==> config.mk <==
export PLATFORM = sky130hd
export DESIGN_NAME = byte_assembler
export DESIGN_NICKNAME = d
export VERILOG_FILES = /design/src/rtl/byte_assembler.sv
export SDC_FILE = /design/constraint.sdc
export NUM_CORES = 1
export LEC_CHECK = 0
export CORE_AREA = 2 2 42 53
export CTS_CLUSTER_SIZE = 30
export DETAILED_ROUTE_END_ITERATION = 8
export DIE_AREA = 0 0 44 55
export PLACE_DENSITY = 0.79
export SYNTH_ARGS = -nofsm -noshare
export SYNTH_HDL_FRONTEND = slang
export SYNTH_SLANG_ARGS = --single-unit
==> constraint.sdc <==
create_clock -name clk -period 2.8 [get_ports clk]
set_input_delay 0.42 -clock clk [delete_from_list [all_inputs] [get_ports clk]]
set_output_delay 0.42 -clock clk [all_outputs]
set_load 0.02 [all_outputs]
==> src/rtl/byte_assembler.sv <==
// Serial-to-parallel byte assembler with optional parity bit.
// Ports: clk, reset (sync, active-low), frame_start, bit_valid, bit_in
//        -> byte_out[7:0], byte_valid, parity_err, busy.
module byte_assembler #(
  parameter bit MSB_FIRST  = 1'b1,
  parameter bit PARITY_EN  = 1'b1,
  parameter bit PARITY_ODD = 1'b0
) (
  input  logic       clk,
  input  logic       reset,
  input  logic       frame_start,
  input  logic       bit_valid,
  input  logic       bit_in,
  output logic [7:0] byte_out,
  output logic       byte_valid,
  output logic       parity_err,
  output logic       busy
);

  typedef enum logic [1:0] {
    IDLE   = 2'd0,
    SHIFT  = 2'd1,
    PARITY = 2'd2
  } state_e;

  state_e     state_q, state_d;
  logic [2:0] cnt_q, cnt_d;
  logic [7:0] sh_q, sh_d;
  logic [7:0] byte_q, byte_d;
  logic       vld_q, vld_d;
  logic       perr_q, perr_d;
  logic       busy_q, busy_d;
  logic [7:0] shift_nx;

  // Next shift-register value if bit_in is accepted this cycle.
  always_comb begin
    if (MSB_FIRST) begin
      shift_nx = {sh_q[6:0], bit_in};
    end else begin
      shift_nx = {bit_in, sh_q[7:1]};
    end
  end

  always_comb begin
    state_d = state_q;
    cnt_d   = cnt_q;
    sh_d    = sh_q;
    byte_d  = byte_q;
    vld_d   = 1'b0;
    perr_d  = perr_q;
    // frame_start wins over any bit this cycle and aborts a partial frame.
    if (frame_start) begin
      state_d = SHIFT;
      cnt_d   = 3'd0;
      sh_d    = 8'h00;
    end else begin
      case (state_q)
        IDLE: begin
        end
        SHIFT: begin
          if (bit_valid) begin
            sh_d  = shift_nx;
            cnt_d = cnt_q + 3'd1;
            if (cnt_q == 3'd7) begin
              if (PARITY_EN) begin
                state_d = PARITY;
              end else begin
                state_d = IDLE;
                byte_d  = shift_nx;
                vld_d   = 1'b1;
                perr_d  = 1'b0;
              end
            end
          end
        end
        PARITY: begin
          if (bit_valid) begin
            state_d = IDLE;
            byte_d  = sh_q;
            vld_d   = 1'b1;
            perr_d  = ((^sh_q) ^ bit_in) != PARITY_ODD;
          end
        end
        default: begin
          state_d = IDLE;
        end
      endcase
    end
    busy_d = (state_d != IDLE);
  end

  always_ff @(posedge clk) begin
    if (!reset) begin
      state_q <= IDLE;
      cnt_q   <= 3'd0;
      sh_q    <= 8'h00;
      byte_q  <= 8'h00;
      vld_q   <= 1'b0;
      perr_q  <= 1'b0;
      busy_q  <= 1'b0;
    end else begin
      state_q <= state_d;
      cnt_q   <= cnt_d;
      sh_q    <= sh_d;
      byte_q  <= byte_d;
      vld_q   <= vld_d;
      perr_q  <= perr_d;
      busy_q  <= busy_d;
    end
  end

  assign byte_out   = byte_q;
  assign byte_valid = vld_q;
  assign parity_err = perr_q;
  assign busy       = busy_q;

endmodule
=== Word-level counts from Yosys, hierarchy flattened ===
Cells that the tools add are included.

* $add $sub $neg: 1
* $mul: 0
* Div/mod/pow operators: 0
* Magnitude comparators: 0
* Equal/unequal tests: 3
* Shift-type cells: 0
* Muxes and demuxes: 6
* Bitwise operators: 4
* Reductions and logical operators: 7

{| class="wikitable"
|+ Operators with widths
! operator !! number
|-
| 2-bit 2-to-1 mux || 4
|-
| 8-bit parity || 1
|-
| 2-bit case mux with 3 select lines || 1
|-
| 3-bit by 1-bit adder with 3-bit output (second input constant) || 1
|-
| 3-bit equality test (second input constant) || 1
|-
| 1-bit inverter || 3
|-
| 3-bit AND reduction || 1
|-
| 3-bit OR reduction || 1
|-
| 2-bit by 1-bit equality test with 1-bit output (second input constant) || 1
|-
| 2-bit equality test (second input constant) || 1
|-
| 2-bit logical NOT || 1
|-
| 2-bit AND reduction || 1
|-
| 2-bit nonzero test || 1
|-
| 2-bit OR reduction || 1
|-
| 1-bit 2-to-1 mux || 1
|-
| 1-bit XOR || 1
|}

* Register bits after elaboration: 24
* Bits in latches: 0
* RAM bits: 0
* Bits in read-only memories: 0
* Output and inout bits: 11
* Logic and storage cells: 28
* Memories kept: 0

=== Longest topological paths before layout ===
* Depth in word-level cells: 6
* Depth in mapped cells: 5

=== Least setup slack after synthesis ===
Ideal clock, no wire load.

* Kind: input to register
* Start: input bit_valid
* End: register perr_q, in the netlist parity_err
* Arrival: 1.208 ns
* Path slack: 1.473 ns
* Stages: 5
* Path through: nor4bb_4 -> buf_6 -> and2_4 -> nor2b_1 -> a211o_1

* Word-level cells in the longest chain between the ends: 1

{| class="wikitable"
|+ Ends and longest elaborated chain
! item !! RTL line !! source
|-
| from (decl) || 12 || <nowiki>input logic bit_valid,</nowiki>
|-
| 3-bit AND reduction (no source line) || n/a ||
|-
| to (signal assigned) || 107 || <nowiki>perr_q <= perr_d;</nowiki>
|-
| to (decl) || 31 || <nowiki>logic perr_q, perr_d;</nowiki>
|}

Every way passes these cells.
A chain may end at the register's enable or synchronous reset.

=== Worst setup path after layout ===
Same ends and word-level chain as after synthesis.

==> impl_results.md <==
- GPL Wtd Cong: 0.766
- Netlist cell types: 25
- Commonest cells post-synth: dfxtp_1 (24), nand2_1 (20), nor2_1 (11)
- Max Clock Skew: around 0.0088 ns
- Cell family with most CP delay: simple AND/OR/NAND/NOR gates
- Clk sinks: 24
- Cell Pwr Density: 462 nW/um2
- Ant diodes: 0
- Hold Crit Endpoint: cnt_q[2]$_SDFFE_PP0P_
- Area leader, netlist: dfxtp_1
- Post_cts resized: 0
- Wire per inst: 12.8 um
- Worst-Margin Slew: 0.544 ns
- CTS HTree Levels: 1
- Critical Path Sink Type: flip-flop
- Setup slack after layout: 1.06 ns
- Post-route cell area: 1200 um2
- Worst-path clk slew: about 0.12 ns
- Total CTS buffers: 3
- Critical path startpoint category: primary input
- Syn Area/Cell: 9.91 um2
- Vias in the first global route: between 700 and 800
- Total setup buffers inserted after CTS: 0
- Worst reg2reg path depth: 4
- Final setup viols: 0
- RSZ-0062 raised after global routing: false
- # fillers: ~180
- Final core occ: 0.620
- Non-Filler Instances: 137
- Vias after detailed routing: 730
- Hpwl dp: 1320 um
- Ranking of synthesized cells by area: dfxtp_1 (48%), mux2i_1 (7.9%), nand2_1 (7.4%)
- Min-Delay Path Class: flip-flop to flip-flop
- WHS Path Cells: 2
- CP Class: primary input to flip-flop
- Antenna viol nets, final: 0
- Area growth, synth to finish: 18.7%
- Tcrit/Tclk final: 0.620
- Peak Freq: 0.576 GHz
- Min-delay src: cnt_q[2]$_SDFFE_PP0P_
- Detailed Route Iter0 Violations: 4
- Die Y: 55 um
- I/O pins: 16
- Yosys top cell area share: 0.475
- Global-route wire length before repair: around 3000 um
- CP max stage delay: 0.61 ns
- Root buf cell: clkbuf_4
- Syn Std Cell Area: approximately 1000 um2
- Critical-path cell list: clkdlybuf4s50_1, nor4bb_4, and2_4, nor2b_1, a211o_1
- Synth Flop Type: dfxtp_1
- Largest net degree at the start of global routing: 15
- Worst r2r src: state_q[1]$_SDFF_PN0_
- Starting Density: 0.522
- Post-CTS Hold Fix Bufs: 0
- Port Buffers: 15
- Layout cells sized above 1: 0.0598
- Max-Cap Viols: 0
- Final wirelength: 1750 um
- Setup TNS: 0 ns
- Max Slew Vio Count: 0
- CTS tree: built
- Mapped Nets: between 100 and 150
- Nets: 125
- Sequential-to-total area share from yosys stat: 0.475
- Max VDD drop: 0.250 mV
- Crit path time final: between 1.5 and 2 ns
- Most frequent cell after synthesis: dfxtp_1
- Buffers & Inverters on Critical Path: 1
- Crit-path slowest cell: clkdlybuf4s50_1
- Initial antenna violation count: 0
- Critical Path RT: 3.07 ns
- Seq cells post-synth: 24
- Placed cell count: around 130
- Worst Path Arrival: roughly 2 ns
- Count of final hold-check violations: 0
- Placed cell areas: 1160 um2
- DIE AREA: 2420 um2
- DIE WIDTH: 44 um
- Worst-skew pair later-pin latency: between 0.3 and 0.4 ns
- DP Worst Slack: roughly 0.74 ns
- Area occupied by multi-input gates: 500 um2
- Row count: 18
- Async SR Flop Fraction: 0
- Register area: 480 um2
- Post-synthesis cell count: 102
- Post-synth EDFFs: 0
- Worst R2R Setup Slack: approximately 1.3 ns
- Total grt overflow: 0
- DRC: 0
- Largest fanout on the critical path: 10
- DR vias/cell: 5.33
- Outcome: complete, no violations
- GR Util All Layers: 0.171
- Core Area: 1940 um2
- Clock Tree Buf Depth: 2
- Leak: 0.488 nW
- First-pass DRT Iterations: 3
- RR Endpoint: sh_q[1]$_SDFFE_PP0P_
- Relative slew slack: 0.636
- Synth warn: 0
## worst reg2reg max path: stages (launching register included)
cell	delay (ns)
dfxtp_1	0.39
and2b_1	0.26
nand2_1	0.44
mux2i_1	0.26
nor2_1	0.05
## report_power, final
group / leakage (nW) / switching, mW / internal, mW
clock: 0.0210 / 0.0963 / 0.0794
sequential: 0.194 / 0.00239 / 0.344
combinational: 0.274 / 0.0168 / 0.0159
## flip-flops by register name, summed over array words and instances (netlist names)
register	cells
byte_out	8
sh_q	8
cnt_q	3
state_q	2
busy	1
byte_valid	1
parity_err	1
## worst max-delay path by stage
stage | startpoint | end | slack [ns] | depth (start not counted)
after floorplan | bit_valid | parity_err$_SDFFE_PN0P_ | 1.47 | 5
after global placement | bit_valid | parity_err$_SDFFE_PN0P_ | 0.79 | 5
after detailed placement | bit_valid | parity_err$_SDFFE_PN0P_ | 0.74 | 5
after CTS | bit_valid | parity_err$_SDFFE_PN0P_ | 1.06 | 5
after global routing | bit_valid | parity_err$_SDFFE_PN0P_ | 0.96 | 5
final | bit_valid | parity_err$_SDFFE_PN0P_ | 1.06 | 5
## final cells by class
type                    instances  area share
repair buffers                 16       0.131
clock buffers                   4      0.0302
flip-flops and latches         24       0.400
multi-input cells              73       0.417
well taps                      20      0.0209
## stage by stage
stage,hold WS (ns),total power [mW]
final,0.471,0.555
after global routing,0.502,0.581
after CTS,0.477,0.564
after detailed placement,0.459,0.387
after global placement,0.447,0.386
after floorplan,0.440,0.374
## placed cells by master (no fill, tap or decap), types with 2 or more instances in the layout
cell type        instances
nand2_1                 20
nor2_1                  11
clkdlybuf4s50_1         15
xor2_1                   2
a21oi_1                  3
xnor3_1                  2
clkbuf_4                 3
a21boi_0                 8
nor2b_1                  2
mux2i_1                  8
ha_1                     2
xnor2_1                  2
dfxtp_1                 24
nand3_1                  3
## cells by family after synthesis
group | synth area share
simple gates | 0.214
xor+xnor | 0.0792
mux | 0.0792
buf+inv | 0.0297
flops | 0.475
fa+ha+maj | 0.0247
compound gates | 0.0978
## routing by layer
metal | global-route usage | wire length (um) | vias to the layer above
met1 | 0.195 | 716 | 342
met3 | 0.0292 | 58 | 4
met4 | 0.0909 | 38 | 0
met2 | 0.304 | 934 | 11
met5 | 0 | 0 | -
li1 | - | - | 373
Note: power is estimated with default switching activity, not from simulation.
